## src/rtl/fetch_pc_gen.sv

```systemverilog
// Fetch PC generator: issues one block request per handshake and annotates the returned block with predictor info.
// Optional mapping-window check is enabled by defining FETCH_MAP_CHECK_EN.
module fetch_pc_gen #(
  parameter int          BLOCK_HW = 4,
  parameter int          BID_W    = 6,
  parameter logic [31:0] RESET_PC = 32'h0
) (
  input  logic                      clk,
  input  logic                      rst,
  input  logic                      IN_redirect,
  input  logic [31:0]               IN_redirectPC,
  output logic [31:0]               OUT_fetchPC,
  output logic                      OUT_fetchValid,
  input  logic                      IN_fetchReady,
  input  logic [16*BLOCK_HW-1:0]    IN_instr,
  input  logic                      IN_BP_branchFound,
  input  logic                      IN_BP_branchTaken,
  input  logic                      IN_BP_isJump,
  input  logic                      IN_BP_multipleBranches,
  input  logic [31:0]               IN_BP_branchSrc,
  input  logic [31:0]               IN_BP_branchDst,
  input  logic [BID_W-1:0]          IN_BP_branchID,
  input  logic [31:0]               IN_mapBase,
  input  logic [31:0]               IN_mapSize,
  output logic                      OUT_blockValid,
  input  logic                      IN_blockReady,
  output logic [BLOCK_HW-1:0]       OUT_slotValid,
  output logic [31:0]               OUT_blockPC,
  output logic [16*BLOCK_HW-1:0]    OUT_slotInstr,
  output logic [BID_W*BLOCK_HW-1:0] OUT_slotBranchID,
  output logic [BLOCK_HW-1:0]       OUT_slotBranchPred,
  output logic                      OUT_blockMiss
);
  localparam int OW = $clog2(BLOCK_HW);

  logic [30:0] pc_q, pc_d;
  logic        halted_q;

  logic                           m_valid_q, m_held_q, m_miss_q;
  logic [30:0]                    m_pc_q;
  logic [BLOCK_HW-1:0]            m_mask_q, m_pred_q;
  logic [BLOCK_HW-1:0][BID_W-1:0] m_bid_q;
  logic [BLOCK_HW-1:0][15:0]      m_instr_q, m_instr_cur;

  logic                           o_valid_q, o_miss_q;
  logic [30:0]                    o_pc_q;
  logic [BLOCK_HW-1:0]            o_mask_q, o_pred_q;
  logic [BLOCK_HW-1:0][BID_W-1:0] o_bid_q;
  logic [BLOCK_HW-1:0][15:0]      o_instr_q;

  logic                           fh, m_xfer, accept, fh_miss;
  logic [OW-1:0]                  off, src_slot;
  logic [30:0]                    base_pc, next_base, fh_next_pc;
  logic [BLOCK_HW-1:0]            from_off, upto_src, fh_mask, fh_pred;
  logic [BLOCK_HW-1:0][BID_W-1:0] fh_bid;

  assign off       = pc_q[OW-1:0];
  assign src_slot  = IN_BP_branchSrc[OW:1];
  assign base_pc   = {pc_q[30:OW], {OW{1'b0}}};
  assign next_base = base_pc + 31'(BLOCK_HW);

  generate
    for (genvar gi = 0; gi < BLOCK_HW; gi++) begin : g_slot
      assign from_off[gi] = OW'(gi) >= off;
      assign upto_src[gi] = OW'(gi) <= src_slot;
    end
  endgenerate

  // Block contents and next PC for a request handshaken this cycle.
  always_comb begin
    fh_next_pc = next_base;
    fh_mask    = from_off;
    fh_bid     = '1;
    fh_pred    = '0;
    if (IN_BP_branchFound) begin
      fh_bid[src_slot] = IN_BP_branchID;
      if (IN_BP_isJump | IN_BP_branchTaken) begin
        fh_next_pc        = IN_BP_branchDst[31:1];
        fh_mask           = from_off & upto_src;
        fh_pred[src_slot] = 1'b1;
      end else if (IN_BP_multipleBranches) begin
        fh_next_pc = IN_BP_branchSrc[31:1] + 31'd1;
        fh_mask    = from_off & upto_src;
      end
    end
  end

`ifdef FETCH_MAP_CHECK_EN
  logic [32:0] fetch_addr, map_lo, map_hi;
  assign fetch_addr = {1'b0, pc_q, 1'b0};
  assign map_lo     = {1'b0, IN_mapBase};
  assign map_hi     = map_lo + {1'b0, IN_mapSize};
  assign fh_miss    = (fetch_addr < map_lo) | (fetch_addr >= map_hi);
`else
  logic unused_map;
  assign unused_map = ^{IN_mapBase, IN_mapSize};
  assign fh_miss    = 1'b0;
`endif

  logic unused_bits;
  assign unused_bits = ^{IN_redirectPC[0], IN_BP_branchSrc[0], IN_BP_branchDst[0]};

  // M always has its instructions by the cycle after it loads, so it can move whenever O has room.
  assign m_xfer         = m_valid_q & (!o_valid_q | IN_blockReady);
  assign accept         = o_valid_q & IN_blockReady;
  assign OUT_fetchValid = !rst & !IN_redirect & !halted_q & (!m_valid_q | m_xfer);
  assign fh             = OUT_fetchValid & IN_fetchReady;
  assign m_instr_cur    = m_held_q ? m_instr_q : IN_instr;

  always_comb begin
    pc_d = pc_q;
    if (IN_redirect) pc_d = IN_redirectPC[31:1];
    else if (fh)     pc_d = fh_next_pc;
  end

  always_ff @(posedge clk) begin
    if (rst) begin
      pc_q      <= RESET_PC[31:1];
      halted_q  <= 1'b0;
      m_valid_q <= 1'b0;
      m_held_q  <= 1'b0;
      m_miss_q  <= 1'b0;
      o_valid_q <= 1'b0;
      o_miss_q  <= 1'b0;
    end else begin
      pc_q <= pc_d;
      if (IN_redirect) begin
        halted_q <= 1'b0;
`ifdef FETCH_MAP_CHECK_EN
      end else if (fh && fh_miss) begin
        halted_q <= 1'b1;
`endif
      end

      if (IN_redirect) begin
        m_valid_q <= 1'b0;
        m_held_q  <= 1'b0;
      end else if (fh) begin
        m_valid_q <= 1'b1;
        m_held_q  <= 1'b0;
        m_miss_q  <= fh_miss;
      end else begin
        if (m_xfer) m_valid_q <= 1'b0;
        if (m_valid_q && !m_held_q) m_held_q <= 1'b1;
      end

      if (IN_redirect) begin
        o_valid_q <= 1'b0;
        o_miss_q  <= 1'b0;
      end else if (m_xfer) begin
        o_valid_q <= 1'b1;
        o_miss_q  <= m_miss_q;
      end else if (accept) begin
        o_valid_q <= 1'b0;
        o_miss_q  <= 1'b0;
      end
    end
  end

  // Payload registers carry no reset; their valids qualify them.
  always_ff @(posedge clk) begin
    if (fh) begin
      m_pc_q   <= base_pc;
      m_mask_q <= fh_miss ? '0 : fh_mask;
      m_bid_q  <= fh_bid;
      m_pred_q <= fh_pred;
    end
    if (m_valid_q && !m_held_q) m_instr_q <= IN_instr;
    if (m_xfer) begin
      o_pc_q    <= m_pc_q;
      o_mask_q  <= m_mask_q;
      o_bid_q   <= m_bid_q;
      o_pred_q  <= m_pred_q;
      o_instr_q <= m_instr_cur;
    end
  end

  assign OUT_fetchPC        = {pc_q, 1'b0};
  assign OUT_blockValid     = o_valid_q;
  assign OUT_slotValid      = o_mask_q;
  assign OUT_blockPC        = {o_pc_q, 1'b0};
  assign OUT_slotInstr      = o_instr_q;
  assign OUT_slotBranchID   = o_bid_q;
  assign OUT_slotBranchPred = o_pred_q;
  assign OUT_blockMiss      = o_miss_q;
endmodule
```

## config.mk

```make
export PLATFORM = sky130hd
export DESIGN_NAME = fetch_pc_gen
export DESIGN_NICKNAME = d
export VERILOG_FILES = /design/src/rtl/fetch_pc_gen.sv
export SDC_FILE = /design/constraint.sdc
export NUM_CORES = 1
export LEC_CHECK = 0
export BUFFER_PORTS_ARGS = -buffer_cell sky130_fd_sc_hd__buf_4
export CAP_MARGIN = 20
export CORE_UTILIZATION = 35
export CTS_BUF_LIST = sky130_fd_sc_hd__clkbuf_2 sky130_fd_sc_hd__clkbuf_4 sky130_fd_sc_hd__clkbuf_8
export DETAILED_ROUTE_END_ITERATION = 10
export PLACE_DENSITY = 0.65
export SYNTH_ARGS = -nofsm -noshare
export SYNTH_HDL_FRONTEND = slang
export SYNTH_SLANG_ARGS = --single-unit
```

## constraint.sdc

```tcl
create_clock -name clk -period 10.75 [get_ports clk]
set_input_delay 1.6125 -clock clk [delete_from_list [all_inputs] [get_ports clk]]
set_output_delay 1.6125 -clock clk [all_outputs]
set_load 0.005 [all_outputs]
```

==> impl_results.md, run 1 <==
* CTS Hold Bufs at 0
* Gpl congestion at 0.873
* Post-route cell area at 15800 um2
* Critical path cell sequence: buf_4 -> nor2_1 -> and2_1 -> buf_4
* Leak at 5.92 nW
* MaxCap Viol Count at 0
* Setup Viol. Count Final at 0
* Crit Path Class: in -> out
* Biggest area consumer among synthesized cells: edfxtp_1
* DR vias at 8459
* Drt drc at 0
* Reg2reg start: m_valid_q
* Final setup TNS at 0 ns
* Die width at 185 um
* Site Rows at 66
* Synth Instances at 822
* Asr flop ratio synth at 0%
* Worst-Margin Slew at 0.988 ns
* DR pass1 iterations at 5
* Ys Warns at 0
* Post_cts resized at 0
* Pwr dens at 160 nW/um2
* Clock transition at path regs at 0.07 ns
* VDD IR-drop max at 0.106 mV
* Crit path largest cell delay at 0.45 ns
* Number of synthesized register bits at 284
* Number of routed nets with antenna violations at 0
* Crit. End Element: primary output
* Buffers on Ports at 329
* Crit-path most repeated cell: buf_4
* GRT Total Usage at 19.2%
* First-pass GRT wire length at 49300 um
* DRT iter0 DRCs at 572
* Share of post-route cells with drive strength above 1 at 43.0%
* Hold WC Path Type: reg -> reg
* Die H at 185 um
* CP bufs+invs at 2
* Core area at 32800 um2
* RSZ-0062 raised after global routing: false
* CP endpoint: OUT_fetchValid
* Worst path slowest cell: buf_4
* Num CTS Buffers at 50
* Clock Sinks at 284
* Post-CTS setup buffer count at 0
* Final hold vios at 0
* Crit path required time at 9.14 ns
* Worst setup path startpoint: IN_redirect
* Vias/cell at 5.11
* Synth area leaders: edfxtp_1 64%, mux2_2 6.1%, dfxtp_1 5.8%, nand2_1 1.9%, a21oi_1 1.8%
* Die area at 34400 um2
* Vias in the first global route at 8298
* Distinct cells, synth at 73
* WL per Instance at 20.5 um
* Yosys top cell area share at 63.8%
* Layout area overhead at 34.0%
* Crit path time final at 4.23 ns
* Initial antenna violation count at 1
* CTS tree: done
* Peak Freq at 0.236 GHz
* Crit start category: input pin
* Fill cell count at 2921
* Post-synth EDFFs at 250
* R2R cell count at 8
* Largest net degree at the start of global routing at 66
* Max clock buf depth at 3
* Register area share after synthesis at 69.6%
* R2R setup slack at 7.69 ns
* Synth Flop Type: edfxtp_1
* Crit path depth at 4
* Final HPWL DP at 23700 um
* Rel. slew slack at 33.9%
* CP max FO at 47
* Clock Root Buffer: clkbuf_8
* Depth of the CTS H-tree at 2
* Starting density of the core at 35.9%
* Syn_area_per_cell at 14.3 um2
* Reg-to-reg endpoint: pc_q[14]
* Clock skew at 0.0210 ns
* Synthesized cell area at 11800 um2
* Total Routed Length at 33900 um
* Area post-placement at 14700 um2
* Overflow after GRT at 0
* Worst path arrival time at 2.62 ns
* # IOs at 402
* CP top delay family: buffers and inverters
* Final period util at 39.3%
* Outcome: finished, final reports clean
* Max Slew Vio Count at 0
* Layout Nets at 1418
* Worst-skew pair later-pin latency at 0.58 ns
[power breakdown]
part           switching [mW]  internal, mW  total, mW
Clock                   0.441         0.595       1.04
Combinational           0.104         0.106      0.210
Sequential             0.0259          1.24       1.27
[cell usage after synthesis, drive strengths merged, types with 3 or more instances]
cell type and instances:
o31ai 3, nand3 22, nand2b 4, nand3b 3, nor3 17, a22oi 5
inv 16, a31oi 11, buf 11, nor2 29, mux2i 3, o22ai 5
a221oi 9, and3 19, o211ai 6, nand2 61, a21oi 43, o221ai 6
or2 8, or3 10, edfxtp 250, and2 8, a211oi 5, dfxtp 34
xnor2 15, nor4 17, mux2 64, nor2b 7, nand4 10, and4 8
xor2 17, clkbuf 30, o21ai 34, ha 5
[logic make-up after synthesis]
logic type,count (synthesis),synth area share [%]
other,1,0.0319
multiplexers,67,6.38
AND/OR/NAND/NOR,225,10.6
buffers and inverters,57,2.08
XOR/XNOR,32,2.38
AO/OA/AOI/OAI,151,8.44
flip-flops,284,69.6
adder cells (fa/ha/maj),5,0.532
[layout make-up]
type	instances	area [um2]	share of cell area, %
multi-input cells	485	3380	21.4
inverters	16	61.3	0.389
well taps	442	553	3.51
clock inverters	19	170	1.08
flip-flops and latches	284	8190	51.9
clock buffers	72	872	5.53
diodes	1	2.50	0.0159
repair buffers	337	2540	16.1
[through the flow]
stage / utilization, % / power (mW) / worst slack, ns / std cells / hold slack, ns
floorplan: - / 1.38 / 2.57 / 826 / 0.400
global placement: 44.9 / 1.50 / 5.69 / 1563 / 0.401
detailed placement: 44.9 / 1.50 / 5.58 / 1563 / 0.405
CTS: 48.0 / 2.55 / 6.22 / 1654 / 0.399
global route: 48.1 / 2.62 / 6.29 / 1655 / 0.416
finish: 48.1 / 2.52 / 6.52 / 1656 / 0.401
[sequential cells by signal (all words and copies together), names as in the netlist]
name / count
OUT_blockValid: 1
OUT_slotBranchID: 24
OUT_slotBranchPred: 4
OUT_slotInstr: 64
OUT_slotValid: 4
m_bid_q: 24
m_held_q: 1
m_instr_q: 64
m_mask_q: 4
m_pc_q: 29
m_pred_q: 4
m_valid_q: 1
o_pc_q: 29
pc_q: 31
[per-layer routing]
metal  wire, um  vias up  track usage (%)
met5          0        -                0
met4        561        0             5.92
met3       3600       49             6.51
met2      16000      441             31.1
met1      13800     4074             24.2
li1           -     3895                -
[how the worst min path moves through the flow]
| stage | slack (ns) | depth (start not counted) | start | endpoint |
|---|---|---|---|---|
| floorplan | 0.40 | 0 | m_bid_q[0] | OUT_slotBranchID[0] |
| global route | 0.42 | 0 | m_pc_q[25] | o_pc_q[25] |
| global placement | 0.40 | 0 | m_bid_q[9] | OUT_slotBranchID[9] |
| detailed placement | 0.40 | 0 | m_bid_q[2] | OUT_slotBranchID[2] |
| CTS | 0.40 | 0 | m_pc_q[6] | o_pc_q[6] |
| finish | 0.40 | 0 | m_mask_q[2] | OUT_slotValid[2] |
[placed cells by master (no fill, tap or decap), types with 8 or more instances in the layout]
cell	instances
a21oi_1	43
nor3_1	16
dfxtp_1	33
nor4_1	14
mux2_2	64
xnor2_1	15
a31oi_1	10
a221oi_1	9
and3_1	17
edfxtp_1	250
xor2_1	17
nand2_1	60
o21ai_0	22
nor2_1	28
clkbuf_8	53
clkbuf_4	19
clkinv_2	8
inv_1	13
or3_1	10
buf_4	336
nand3_1	21
o21ai_1	12
Note: power is estimated with default switching activity, not from simulation.
==> run 2: changes to the inputs <==
- ABC_AREA: default -> 1
- PLACE_DENSITY: 0.65 -> 0.63
- clock period: 10.75 -> 4.4 ns (I/O delays scaled with it)
==> run 2 against run 1 <==
Net effect:
- non-clock buffer count fell by 1
- first-iteration DRC count grew 5.8%
- global-route usage increased by 0.32 points
- critical path type is now in -> reg
- clock power rose by 110%
- sequential share of layout area is 1.6 points lower
- clock skew increased by 0.0096 ns
==> impl_results.md, run 2 <==
* Post-route cell area at 16300 um2 (+3.2%)
* Drt drc at 0 (unchanged)
* Final HPWL DP at 26000 um (+9.6%)
* Core area at 34700 um2 (+5.9%)
* MaxCap Viol Count at 0 (unchanged)
* Crit Path Class: in -> reg
* Num CTS Buffers at 46 (-8.0%)
* Number of synthesized register bits at 284 (unchanged)
* First-pass GRT wire length at 54300 um (+10%)
* Buffers on Ports at 329 (unchanged)
* Overflow after GRT at 0 (unchanged)
* Area post-placement at 15400 um2 (+4.6%)
* Most frequent cells in the layout: 459 x nand2_1, 334 x buf_4, 250 x edfxtp_1
* Post-synth EDFFs at 250 (unchanged)
* Synth area leaders: edfxtp_1 60%, nand2_1 14%, dfxtp_1 5.5%, nor2_1 3.4%, nand3_1 2.8%
* Crit start category: input pin
* Leak at 6.69 nW (+13%)
* Final period util at 51.8%
* Most frequent cell after synthesis: nand2_1
* Vias in the first global route at 9587 (+16%)
* Site Rows at 68 (+3.0%)
* # IOs at 402 (unchanged)
* Starting density of the core at 35.8% (-0.085 points)
* Initial antenna violation count at 1 (unchanged)
* Worst path slowest cell: inv_1
* Post-CTS setup buffer count at 0 (unchanged)
* CTS tree: done
* Yosys top cell area share at 60.4% (-3.4 points)
* CP max FO at 30 (-36%)
* Gpl congestion at 0.931 (+6.7%)
* Post_cts resized at 0 (unchanged)
* Biggest area consumer among synthesized cells: edfxtp_1
* Crit path time final at 2.28 ns
* Synth top cells by count: 459 x nand2_1, 250 x edfxtp_1, 111 x nor2_1
* Distinct cells, synth at 44 (-40%)
* Critical path cell sequence: buf_4 -> inv_1 -> nand2_4 -> inv_2 -> a21oi_1 -> o21a_1 -> a21oi_1
* Commonest non-fill, non-tap cell in the layout: nand2_1
* Fill cell count at 3327 (+14%)
* Register area share after synthesis at 65.9% (-3.7 points)
* Die area at 36300 um2 (+5.6%)
* CP bufs+invs at 3 (+1)
* Layout area overhead at 30.9%
* Clock transition at path regs at 0.06 ns (about the same)
* Max Slew Vio Count at 0 (unchanged)
* Synthesized cell area at 12400 um2 (+5.6%)
* Setup Viol. Count Final at 0 (unchanged)
* CP top delay family: buffers and inverters
* Synth Instances at 1221 (+49%)
* Die H at 190 um (+2.7%)
* Rel. slew slack at 29.2% (-4.7 points)
* Largest net degree at the start of global routing at 126 (+91%)
* Worst path arrival time at 2.77 ns (+0.15 ns)
* Final setup TNS at 0 ns (unchanged)
* Crit path required time at 4.89 ns (-4.25 ns)
* DR vias at 9871 (+17%)
* Vias/cell at 4.79 (-6.3%)
* Hold WC Path Type: in -> reg
* Crit-path most repeated cell: a21oi_1
* DRT iter0 DRCs at 605 (+5.8%)
* Final hold vios at 0 (unchanged)
* Ys Warns at 0 (unchanged)
* Worst-Margin Slew at 1.06 ns (+0.0692 ns)
* Depth of the CTS H-tree at 2 (unchanged)
* RSZ-0062 raised after global routing: false
* Pwr dens at 352 nW/um2 (+120%)
* GRT Total Usage at 19.6% (+0.32 points)
* Share of post-route cells with drive strength above 1 at 29.1% (-14 points)
* Crit path largest cell delay at 0.61 ns (+0.16 ns)
* Worst-skew pair later-pin latency at 0.58 ns (about the same)
* Max clock buf depth at 3 (unchanged)
* Asr flop ratio synth at 0% (unchanged)
* Clock Sinks at 284 (unchanged)
* Synth Flop Type: edfxtp_1
* CTS Hold Bufs at 0 (unchanged)
* VDD IR-drop max at 0.188 mV (+76%)
* Clock skew at 0.0306 ns (+0.00965 ns)
* Crit. End Element: flop
* Layout Nets at 1812 (+28%)
* Die width at 190 um (+2.7%)
* Syn_area_per_cell at 10.2 um2 (-29%)
* Peak Freq at 0.439 GHz
* WL per Instance at 17.4 um (-15%)
* DR pass1 iterations at 5 (unchanged)
* Number of routed nets with antenna violations at 0 (unchanged)
* Total Routed Length at 35900 um (+5.8%)
* Clock Root Buffer: clkbuf_8
* Outcome: finished, final reports clean
## run 2: changes by cell type in the layout (fill, tap and decap cells not counted), moves of 16 or more
cell and change:
and3_1 -16, a21oi_1 -18, nand2_1 +399, inv_1 +55, nand3_1 +48, mux2_2 -64
nor2_1 +82
## run 2: final timing paths
check | startpoint | endpoint | slack [ns] | cells past startpoint
max | IN_redirect | pc_q[15] | 2.12 | 7
min reg2reg | m_bid_q[5] | OUT_slotBranchID[5] | 0.41 | 0
min | IN_instr[13] | m_instr_q[13] | 0.29 | 1
max reg2reg | pc_q[3] | pc_q[24] | 2.22 | 12
## run 2: kinds of logic (layout without fill, tap and decap cells)
family	after synthesis	after routing	share of synthesized area, %
fa+ha+maj	5	5	0.503
xor+xnor	19	19	1.34
compound gates	91	91	4.30
simple gates	702	702	24.0
other cells	1	6	0.0302
flops	284	284	65.9
buf+inv	119	500	3.93
## run 2: layer usage
metal | routed length (um) | vias up | GRT usage, %
met2 | 16900 | 437 | 32.3
met5 | 0 | - | 0
li1 | - | 4780 | -
met1 | 15200 | 4595 | 25.5
met4 | 812 | 0 | 6.74
met3 | 2930 | 59 | 3.96
## run 2: through the flow
step	hold slack, ns	worst slack, ns	utilization (%)	total power, mW	cells
3_5_place_dp	0.405	1.57	44.3	3.59	1975
5_1_grt	0.245	1.93	46.9	5.95	2062
3_3_place_gp	0.401	1.60	44.3	3.58	1974
6_report	0.287	2.12	46.9	5.73	2062
4_1_cts	0.233	2.17	46.9	5.80	2061
2_1_floorplan	0.400	0.687	-	3.31	1225
## run 2: layout make-up
class                   count  area [um2]  area share, %
clock buffers              64         768           4.72
diodes                      1        2.50         0.0154
well taps                 455         569           3.50
repair buffers            336        2550           15.7
flip-flops and latches    284        8190           50.3
multi-input cells         822        3790           23.3
inverters                  78         293           1.80
clock inverters            22         116          0.715
## run 2: report_power, final
part           switching [mW]  internal [mW]  leakage [nW]  total [mW]
clock                    1.05           1.15         0.477        2.20
combinational           0.261          0.219          3.62       0.480
sequential             0.0564           3.00          2.59        3.05
